$ cat src/rtl/dma_pkg.sv
// Shared types and defaults for the DMA channel arbiter.
package dma_pkg;
   typedef enum logic [1:0] {IDLE, HOLD, XFER, DONE} state_t;

   localparam logic DIR_READ  = 1'b0;
   localparam logic DIR_WRITE = 1'b1;

   localparam int DEF_AW = 6;
   localparam int DEF_LW = 5;
endpackage

$ cat src/rtl/rr_arbiter.sv
// Combinational round-robin pick: the first requester at or after ptr, wrapping, wins.
module rr_arbiter #(
   parameter int NCH = 3,
   parameter int PW  = $clog2(NCH)
) (
   input  logic [NCH-1:0] req,
   input  logic [PW-1:0]  ptr,
   output logic [NCH-1:0] grant,
   output logic [PW-1:0]  grant_idx,
   output logic           found
);
   logic [PW-1:0] idx;

   always_comb begin
      grant     = '0;
      grant_idx = '0;
      found     = 1'b0;
      idx       = '0;
      for (int i = 0; i < NCH; i++) begin
         idx = PW'((int'(ptr) + i) % NCH);
         if (!found && req[idx]) begin
            found      = 1'b1;
            grant[idx] = 1'b1;
            grant_idx  = idx;
         end
      end
   end
endmodule

$ cat src/rtl/dma_channel_arbiter.sv
// Shares one DMA datapath between NCH channels: round-robin grant, CPU bus-hold
// handshake, burst address walk and a one-cycle per-channel done pulse.
module dma_channel_arbiter
   import dma_pkg::*;
#(
   parameter int NCH = 3,
   parameter int AW  = DEF_AW,
   parameter int LW  = DEF_LW
) (
   input  logic              clk,
   input  logic              rst_n,
   input  logic [NCH-1:0]    ch_req,
   input  logic [NCH-1:0]    ch_dir,
   input  logic [NCH*AW-1:0] ch_addr,
   input  logic [NCH*LW-1:0] ch_len,
   input  logic              holdack,
   input  logic              hrdy,
   output logic              holdreq,
   output logic [AW-1:0]     addr_out,
   output logic              ramctrl,
   output logic              beat_valid,
   output logic [NCH-1:0]    ch_grant,
   output logic [NCH-1:0]    ch_done,
   output logic              busy
);
   localparam int PW = $clog2(NCH);

   state_t         state;
   logic [PW-1:0]  ptr;
   logic [PW-1:0]  winner;
   logic [LW-1:0]  remaining;
   logic           xfer_en;
   logic [NCH-1:0] pick;
   logic [PW-1:0]  pick_idx;
   logic           pick_found;
   logic [AW-1:0]  addr_arr [NCH];
   logic [LW-1:0]  len_arr  [NCH];

   for (genvar i = 0; i < NCH; i++) begin : g_unpack
      assign addr_arr[i] = ch_addr[i*AW +: AW];
      assign len_arr[i]  = ch_len[i*LW +: LW];
   end

   rr_arbiter #(.NCH(NCH), .PW(PW)) u_rr (
      .req       (ch_req),
      .ptr       (ptr),
      .grant     (pick),
      .grant_idx (pick_idx),
      .found     (pick_found)
   );

   // xfer_en only marks "mid-burst"; a beat also needs bus and datapath this very cycle.
   assign beat_valid = xfer_en & holdack & hrdy;

   always_ff @(posedge clk or negedge rst_n) begin
      if (!rst_n) begin
         state     <= IDLE;
         ptr       <= '0;
         winner    <= '0;
         remaining <= '0;
         xfer_en   <= 1'b0;
         addr_out  <= '0;
         ramctrl   <= 1'b0;
         holdreq   <= 1'b0;
         ch_grant  <= '0;
         ch_done   <= '0;
         busy      <= 1'b0;
      end else begin
         ch_done <= '0;
         case (state)
            IDLE: begin
               if (pick_found) begin
                  winner    <= pick_idx;
                  ch_grant  <= pick;
                  addr_out  <= addr_arr[pick_idx];
                  remaining <= len_arr[pick_idx];
                  ramctrl   <= ch_dir[pick_idx];
                  busy      <= 1'b1;
                  // A zero-length burst never touches the bus, so the CPU is not asked for it.
                  if (len_arr[pick_idx] != '0) begin
                     state   <= HOLD;
                     holdreq <= 1'b1;
                  end else begin
                     state   <= DONE;
                     ch_done <= pick;
                  end
               end
            end
            HOLD: begin
               if (holdack) begin
                  state   <= XFER;
                  xfer_en <= 1'b1;
               end
            end
            XFER: begin
               if (!holdack) begin
                  state   <= HOLD;
                  xfer_en <= 1'b0;
               end else if (hrdy) begin
                  addr_out  <= addr_out + AW'(1);
                  remaining <= remaining - LW'(1);
                  if (remaining == LW'(1)) begin
                     state   <= DONE;
                     xfer_en <= 1'b0;
                     ch_done <= ch_grant;
                  end
               end
            end
            DONE: begin
               state    <= IDLE;
               holdreq  <= 1'b0;
               ch_grant <= '0;
               busy     <= 1'b0;
               ptr      <= (winner == PW'(NCH - 1)) ? '0 : winner + PW'(1);
            end
            default: state <= IDLE;
         endcase
      end
   end
endmodule

$ cat config.mk
export PLATFORM = sky130hd
export DESIGN_NAME = dma_channel_arbiter
export DESIGN_NICKNAME = d
export VERILOG_FILES = /design/src/rtl/dma_pkg.sv /design/src/rtl/rr_arbiter.sv /design/src/rtl/dma_channel_arbiter.sv
export SDC_FILE = /design/constraint.sdc
export NUM_CORES = 1
export LEC_CHECK = 0
export ABC_AREA = 1
export CORE_ASPECT_RATIO = 1.1
export CORE_MARGIN = 3
export CORE_UTILIZATION = 48
export DETAILED_ROUTE_END_ITERATION = 10
export PLACE_DENSITY = 0.9
export SLEW_MARGIN = 10
export SYNTH_ARGS = -nofsm -noshare
export SYNTH_HDL_FRONTEND = slang
export SYNTH_HIERARCHICAL = 1
export SYNTH_SLANG_ARGS = --single-unit
$ cat constraint.sdc
create_clock -name clk -period 2.8 [get_ports clk]
set_input_delay 0.56 -clock clk [delete_from_list [all_inputs] [get_ports clk]]
set_output_delay 0.56 -clock clk [all_outputs]
set_load 0.1 [all_outputs]
---- After elaboration in Yosys (flattened, before gate mapping) ----
Cells that the tools add are included.
word-level totals
  flip-flop bits (word level) ............. 27
  output and inout port bits .............. 16
  logic and storage cells ................. 125
operators by class
  add/sub/neg operators ................... 5
  div/mod/pow operators ................... 3
  $lt $le $gt $ge ......................... 8
  equal/unequal tests ..................... 12
  muxes and demuxes ....................... 63
  bitwise logic cells ..................... 5
  reductions and logical operators ........ 18
operators by type and width
  kind                   number
  $mod 32x3->32 const B  2
  $mod 3x3->32 const B   1
  $mux 6                 5
  $mux 3                 9
  $mux 5                 5
  $mux 2                 10
  $mux 1                 17
  $bmux 6 s2             1
  $lt 2x3->1 const B     4
  $pmux 3 s2             2
  $pmux 6 s2             1
  $reduce_and 4->1       3
  $bmux 5 s2             1
  $ne 2x2->1 const B     5
  $pmux 5 s2             1
  $bmux 1 s2             4
  $pmux 2 s4             1
  $add 6x1->6 const B    1
  $demux 1 s2            3
  $eq 2x2->1 const B     3
  $ge 2x1->1 const B     3
  $ne 3x3->1 const B     2
  $or 3x3->3             2
  $pmux 1 s2             3
  other kinds (16)       25

---- Depth between registers and ports, before layout ----
Gate-level depths: netlist of run 1.
  depth after elaboration ................. 18
  gate-level depth with buffers ........... 21
  mapped depth without buffers ............ 20

---- By module ----
The synthesis of run 1 kept the hierarchy.
by module, submodules not included
  module               times used  cells each  area each (sq um)
  dma_channel_arbiter  1           226         1745.4
  rr_arbiter           1           61          320.3

---- Worst setup path after synthesis of run 1 ----
Ideal clock, no wire load.
  path type ............................... input to output
  from .................................... input holdack
  to ...................................... output beat_valid
  arrival ................................. 1853 ps
  path slack .............................. 387 ps
  stages on the path ...................... 2
  path through ............................ nand2_1 > nor2_1
between the ends
  word-level cells in the longest chain between the ends .. 2
ends and longest elaborated chain
  what                      RTL line                   text
  from (decl)               dma_channel_arbiter.sv:16  input logic holdack,
  $and 1x1->1 (2 in a row)  dma_channel_arbiter.sv:53  assign beat_valid = xfer_en & holdack & hrdy;
  to (decl)                 dma_channel_arbiter.sv:21  output logic beat_valid,
No other way between the ends.

---- Final worst setup path of run 1 ----
  from .................................... register ptr[0]
  to ...................................... register ch_done[1]
between the ends
  word-level cells in the longest chain between the ends .. 18
ends and longest elaborated chain
  what                                                   RTL line                    text
  from (decl)                                            dma_channel_arbiter.sv:29   logic [PW-1:0] ptr;
  from (signal assigned)                                 dma_channel_arbiter.sv:114  ptr <= (winner == PW'(NCH - 1)) ? '0 : winner + PW'(1);
  branches (longest 9 deep; another with $mod 32x3->32)  n/a
  $mux 2 *                                               rr_arbiter.sv:21            if (!found && req[idx]) begin
  via pick_idx[0]                                        dma_channel_arbiter.sv:34   logic [PW-1:0] pick_idx;
  $not 2->3 (not written as such) *                      dma_channel_arbiter.sv:80   if (len_arr[pick_idx] != '0) begin
  $bmux 5 s2 *                                           dma_channel_arbiter.sv:80
  $mux 5 (not written as such) * (2 in a row)            dma_channel_arbiter.sv:80
  $reduce_bool 5->1 *                                    dma_channel_arbiter.sv:80
  $mux 3 *                                               dma_channel_arbiter.sv:80
  $mux 3 *                                               dma_channel_arbiter.sv:72   if (pick_found) begin
  $pmux 3 s2 *                                           dma_channel_arbiter.sv:70   case (state)
  to (signal assigned)                                   dma_channel_arbiter.sv:85   ch_done <= pick;
  to (signal assigned)                                   dma_channel_arbiter.sv:105  ch_done <= ch_grant;
  to (decl)                                              dma_channel_arbiter.sv:23   output logic [NCH-1:0] ch_done,
Mark *: on every way through the listed nets, which the timed path passes. The select of a mux whose other input is x is not followed.
A chain may end at the register's enable or synchronous reset.

==> results of run 1 <==
cell type report:
cell class / count / area (sq um) / share of cell area
inverter: 43 / 161 / 0.0594
timing repair buffer: 65 / 606 / 0.223
multi-input combinational: 209 / 1160 / 0.428
sequential: 27 / 676 / 0.249
tap: 52 / 65.1 / 0.0240
clock buffer: 4 / 45.0 / 0.0166
stage by stage:
step | cell area [sq um] | instances | setup WS (ps) | hold WS, ps | utilization
floorplan | 2070 | 287 | 387 | 264 | -
global placement | 2660 | 395 | 106 | 473 | 0.656
detailed placement | 2660 | 395 | 53.8 | 474 | 0.656
CTS | 2700 | 399 | 204 | 488 | 0.667
global route | 2720 | 400 | 9.94 | 504 | 0.670
finish | 2720 | 400 | 273 | 487 | 0.670
state kept, by name, summed over array words and instances, names as in the netlist:
register	count
holdreq	1
busy	1
ramctrl	1
ch_grant	3
addr_out	6
state	2
remaining	5
xfer_en	1
ptr	2
winner	2
ch_done	3
layout by cell type, fill, tap and decap left out, types with 2 or more instances in the layout:
cell and instances:
a21oi_1 9, a31oi_1 5, buf_4 22, clkbuf_8 3, clkdlybuf4s50_1 42, dfrtp_1 27, ha_1 6, inv_1 32
inv_2 10, nand2_1 69, nand2_2 10, nand2_4 4, nand3_1 22, nand3_2 4, nor2_1 19, nor2_2 4
o211ai_1 5, o21ai_0 24, o21ai_1 4, o22ai_1 3, o31ai_1 3, or2_1 2, xor2_1 3
timing repair:
item / in CTS / in global routing
gates resized for setup: 0 / 2
endpoints found under the setup margin: 0 / 8
buffers inserted: 0 / 1
layer usage:
metal / part of all wire / GRT usage / up-vias
met2: 0.51 / 0.375 / 76
li1: - / - / 1051
met1: 0.41 / 0.280 / 959
met3: 0.052 / 0.0313 / 19
met4: 0.034 / 0.106 / 0
met5: 0 / 0 / -
critical path, delay by kind of cell (launching register included):
| family | cells | cell delay [ps] |
|---|---|---|
| fa+ha+maj | 1 | 400 |
| buf+inv | 4 | 450 |
| compound gates | 1 | 160 |
| simple gates | 11 | 1030 |
| flops | 1 | 400 |
worst paths after layout:
path	from	endpoint	slack, ps	cells after the start
worst min register to register	winner[1]	ptr[0]	490	1
min in group asynchronous	rst_n	xfer_en	650	2
max in group asynchronous	rst_n	winner[1]	1900	2
worst min-delay path	winner[1]	ptr[0]	490	1
worst max register to register	ptr[0]	ch_done[1]	270	17
worst max-delay path	ptr[0]	ch_done[1]	270	17
logic make-up (layout without fill, tap and decap cells):
logic type / after synthesis / in the layout / synth area share
AND/OR/NAND/NOR: 139 / 139 / 0.322
AO/OA/AOI/OAI: 58 / 58 / 0.175
buffers and inverters: 51 / 112 / 0.112
flip-flops: 27 / 27 / 0.327
adder cells (fa/ha/maj): 7 / 7 / 0.0424
XOR/XNOR: 4 / 4 / 0.0170
multiplexers: 1 / 1 / 0.00485
==> results.md, run 1 <==
- Initial antenna violation count: 0
- HP Class: register to register
- Worst-path maximum fanout: 11
- Final ANT Viol Nets: 0
- Max frequency: between 300 and 400 MHz
- Syn_area_per_cell: between 7 and 8 sq um
- Slowest-stage cell, CP: dfrtp_1
- First-pass GRT wire length: 8710 um
- Starting density of the core: 0.510
- Total length of routed wires: ~5400 um
- Setup Skew: approximately 1.2 ps
- I/O Buffers: slightly below 60
- Most common cell in the netlist: nand2_1
- Worst path cell trace: inv_1, ha_2, inv_2, nand2_1, nand3_1, nand2_1, nand2_1, inv_2, nand3_1, nand2_2, buf_4, nand2_1, nand3_1, nand2_1, nor2_2, nand3_2, o22ai_1
- Routed vias/inst: ~5.3
- Yosys reg bits: 27
- First drt pass iteration count: 4
- Final Critical Period: 2530 ps
- Yosys cell types: 36
- WL/cell: around 14 um
- H-tree depth: 1
- Overflow after GRT: 0
- Vias: 2105
- # diodes: 0
- Share of Yosys cell area claimed by the top area cell type: 0.327
- Die Wd: a little under 70 um
- Die Y-Extent: between 70 and 80 um
- CP Class: register to register
- Post-DP HPWL: approximately 4300 um
- Post-Syn Area: 2070 sq um
- Crit path DAT: between 2000 and 3000 ps
- Clk slew on worst S/H paths: 90 ps
- Worst skew pair latency: 270 ps
- Root Driver: clkbuf_8
- Worst path max stage delay: roughly 400 ps
- Slew Limit Fails: 0
- IO Count: roughly 60
- Tightest Pin Transition: 421 ps
- GPL Wtd Cong: between 0.8 and 0.9
- Crit start category: register
- Largest net degree at the start of global routing: 28
- Largest cells by area after synthesis: dfrtp_1 (33%), nand2_1 (13%), o21ai_0 (5.8%)
- Synth area leader: dfrtp_1
- Fraction of layout cells with a size suffix above 1: 0.184
- Setup TNS: 0 ps
- Slew headroom: 0.718
- RSZ-0062 raised after global routing: no
- CTS Sinks: 27
- Final Hold Fails: 0
- # DRC: 0
- Worst setup EP type: register
- Net Count, Synth: 337
- Core Area: 4050 sq um
- EDFF count, synth: 0
- Filler Cells Inserted: 349
- Post-Syn Instances: roughly 290
- Status: finished, final reports clean
- 1st-iter DRT viols: approximately 200
- Synth top cells by count: nand2_1 (70), inv_1 (32), dfrtp_1 (27)
- Max-cap violations: 0
- CP dominant cell by count: nand2_1
- Final net count: approximately 400
- CTS tree: done
- Seq/Total Area, Yosys: 0.327
- All-Layer GR Usage: 0.224
- Area Overhead vs Synth: 31.5%
- Post-route clock period utilization: 0.903
- Async set or reset register ratio after synthesis: 1.00
- Final setup viols: 0
- Clock buffer count from CTS: 3
- Yosys warns: 6
- Worst EP required: 2990 ps
- # rows: 24
- Die area: ~5000 sq um
- Clock Path Buffers: 2
- Vias in the first global route: 1968
- Post-CTS Hold Buffers: 0
- Main synth FF type: dfrtp_1
Power of run 1 is not shown: default switching activity piles up to over one toggle a cycle in this logic, so the estimate is an artifact.
==> run 2, diff against run 1 <==
- GPL_ROUTABILITY_DRIVEN: unset -> 1
- SKIP_CTS_REPAIR_TIMING: unset -> 1
==> results of run 2 <==
No change in the layout: final DEF, timing and power equal those of run 1.
Power of run 2 is left out for the same reason.
==> run 3, diff against run 2 <==
- CORE_UTILIZATION: 48 -> 45
- PLACE_DENSITY: 0.9 -> 0.86
- SLEW_MARGIN: 10 -> unset
- SYNTH_HIERARCHICAL: 1 -> unset
==> results.md, run 3 <==
- Final net count: 399 (unchanged)
- CTS tree: done
- Starting density of the core: 0.477 (-0.0324)
- First drt pass iteration count: 5 (+1)
- HP Class: register to register
- # DRC: 0 (unchanged)
- Die Y-Extent: 77.5 um (+3.6%)
- WL/cell: 12.5 um (-7.9%)
- Worst-path maximum fanout: 15 (+4)
- Yosys reg bits: 27 (unchanged)
- CTS Sinks: 27 (unchanged)
- Worst Hold Depth: 1 (unchanged)
- Most frequent cells in the layout: nand2_1 (71), clkdlybuf4s50_1 (42), inv_1 (33), dfrtp_1 (27), o21ai_0 (21)
- Tightest Pin Transition: 348 ps (-73.0 ps)
- CP dominant cell by count: nand2_1
- Slew Limit Fails: 0 (unchanged)
- Biggest regs: addr_out (6), remaining (5)
- Worst setup EP type: register
- Setup TNS: 0 ps (unchanged)
- Worst r2r path cells: 14 (-3)
- Max-cap violations: 0 (unchanged)
- First-pass GRT wire length: 8750 um (+0.40%)
- Setup Skew: 8.39 ps (+7.22 ps)
- Clock Path Buffers: 2 (unchanged)
- # diodes: 0 (unchanged)
- Worst path max stage delay: 410 ps (about the same)
- Clk slew on worst S/H paths: 80 ps (about the same)
- Largest net degree at the start of global routing: 28 (unchanged)
- Seq/Total Area, Yosys: 0.323 (-0.00372)
- Vias: 2093 (-0.57%)
- Design Area, Final: 2730 sq um (+0.51%)
- Synth top cells by count: nand2_1 (71), inv_1 (33), dfrtp_1 (27)
- Hold Path End: ptr[0]
- Post-DP HPWL: 4130 um (-3.1%)
- Root Driver: clkbuf_8
- Largest register FFs: 6 (unchanged)
- Async set or reset register ratio after synthesis: 1.00 (unchanged)
- Worst r2r src: ptr[0]
- Die area: 5500 sq um (+7.2%)
- Max frequency: 424 MHz (+7.2%)
- Synth area leader: dfrtp_1
- Post-route clock period utilization: 0.842 (-0.0607)
- Dpl cell area: 2690 sq um (+0.99%)
- Yosys cell types: 35 (-2.8%)
- CP Class: register to register
- Core Area: 4380 sq um (+8.0%)
- Final Hold Fails: 0 (unchanged)
- Slowest-stage cell, CP: dfrtp_1
- IO Count: 59 (unchanged)
- Commonest non-fill, non-tap cell in the layout: nand2_1
- HP Start: winner[0]
- RSZ-0062 raised after global routing: no
- Share of Yosys cell area claimed by the top area cell type: 0.323 (-0.00372)
- Post-Syn Area: 2090 sq um (+1.2%)
- Filler Cells Inserted: 412 (+18%)
- R2R Path End: holdreq
- GPL Wtd Cong: 0.898 (+2.3%)
- Area Overhead vs Synth: 30.7%
- Yosys warns: 0 (-6)
- Top reg by flops: addr_out
- Status: finished, final reports clean
- All-Layer GR Usage: 0.190 (-0.0335)
- Top delay family on crit path: simple AND/OR/NAND/NOR gates
- Post-Syn Instances: 289 (+0.70%)
- Largest cells by area after synthesis: dfrtp_1 (32%), nand2_1 (13%), inv_1 (5.9%)
- Crit path DAT: 2520 ps (-200 ps)
- Initial antenna violation count: 0 (unchanged)
- Final ANT Viol Nets: 0 (unchanged)
- Die Wd: 71.0 um (+3.5%)
- Vias in the first global route: 2070 (+5.2%)
- Final Critical Period: 2360 ps (-170 ps)
- Total length of routed wires: 5020 um (-7.5%)
- # rows: 25 (+4.2%)
- Most common cell in the netlist: nand2_1
- Worst skew pair latency: 270 ps (about the same)
- Crit start category: register
- WP buf/inv: 2 (-2)
- I/O Buffers: 58 (unchanged)
- Syn_area_per_cell: 7.23 sq um (+0.45%)
- Overflow after GRT: 0 (unchanged)
- Worst path cell trace: inv_1, ha_1, inv_2, nand3_1, nand2_2, nand4_2, nand2_4, nor2_1, o21ai_1, nor2_4, nand3_2, nand2_1, nand2_1, nand2_1
- 1st-iter DRT viols: 123 (-37%)
- Routed vias/inst: 5.21 (-1.1%)
- Fraction of layout cells with a size suffix above 1: 0.190 (+0.00575)
- H-tree depth: 1 (unchanged)
- Clock buffer count from CTS: 3 (unchanged)
- Final setup viols: 0 (unchanged)
- Main synth FF type: dfrtp_1
- Net Count, Synth: 339 (+0.59%)
- Slew headroom: 0.768 (+0.0494)
- Reg2Reg Setup Slack: 440 ps (+170 ps)
- EDFF count, synth: 0 (unchanged)
- Worst EP required: 2970 ps (-20 ps)
==> run 3: changes by cell type in the layout (fill, tap and decap cells not counted), moves of 3 or more <==
cell      delta
nand2_2      +3
buf_4        -3
nand3_1      -3
nor2_2       -4
o211ai_1     -3
a21oi_1     +11
a31oi_1      -5
o21ai_0      -3
==> run 3: kinds of logic after synthesis <==
family / Yosys count / synth area share
XOR/XNOR: 4 / 0.0168
AO/OA/AOI/OAI: 58 / 0.160
adder cells (fa/ha/maj): 7 / 0.0419
flip-flops: 27 / 0.323
AND/OR/NAND/NOR: 143 / 0.351
buffers and inverters: 50 / 0.107
==> run 3: worst max path at each step <==
stage / from / depth (start not counted) / endpoint
global route: ptr[0] / 12 / addr_out[4]
CTS: ptr[0] / 14 / holdreq
global placement: ch_req[1] / 16 / holdreq
finish: ptr[0] / 14 / holdreq
floorplan: hrdy / 2 / beat_valid
detailed placement: ch_req[1] / 16 / holdreq
==> run 3: per-stage QoR <==
stage	instances	hold WS, ps	worst slack, ps	util
detailed placement	398	489	203	0.613
CTS	402	501	433	0.623
global route	402	522	205	0.623
finish	402	501	442	0.623
global placement	398	472	256	0.613
floorplan	289	264	420	-
==> run 3: layout make-up <==
cell class | count | area (sq um) | share of cell area
repair buffers | 62 | 583 | 0.214
well taps | 54 | 67.6 | 0.0247
multi-input cells | 212 | 1190 | 0.438
inverters | 43 | 164 | 0.0600
clock buffers | 4 | 45.0 | 0.0165
flip-flops and latches | 27 | 676 | 0.247
==> run 3: routing by layer <==
metal / global-route usage / share of wire / vias up / wire, um
li1: - / - / 1060 / -
met1: 0.238 / 0.42 / 952 / 2120
met2: 0.336 / 0.51 / 73 / 2540
met3: 0.0363 / 0.057 / 8 / 287
met4: 0.0432 / 0.016 / 0 / 80
met5: 0 / 0 / - / 0
Power of run 3 is left out for the same reason.
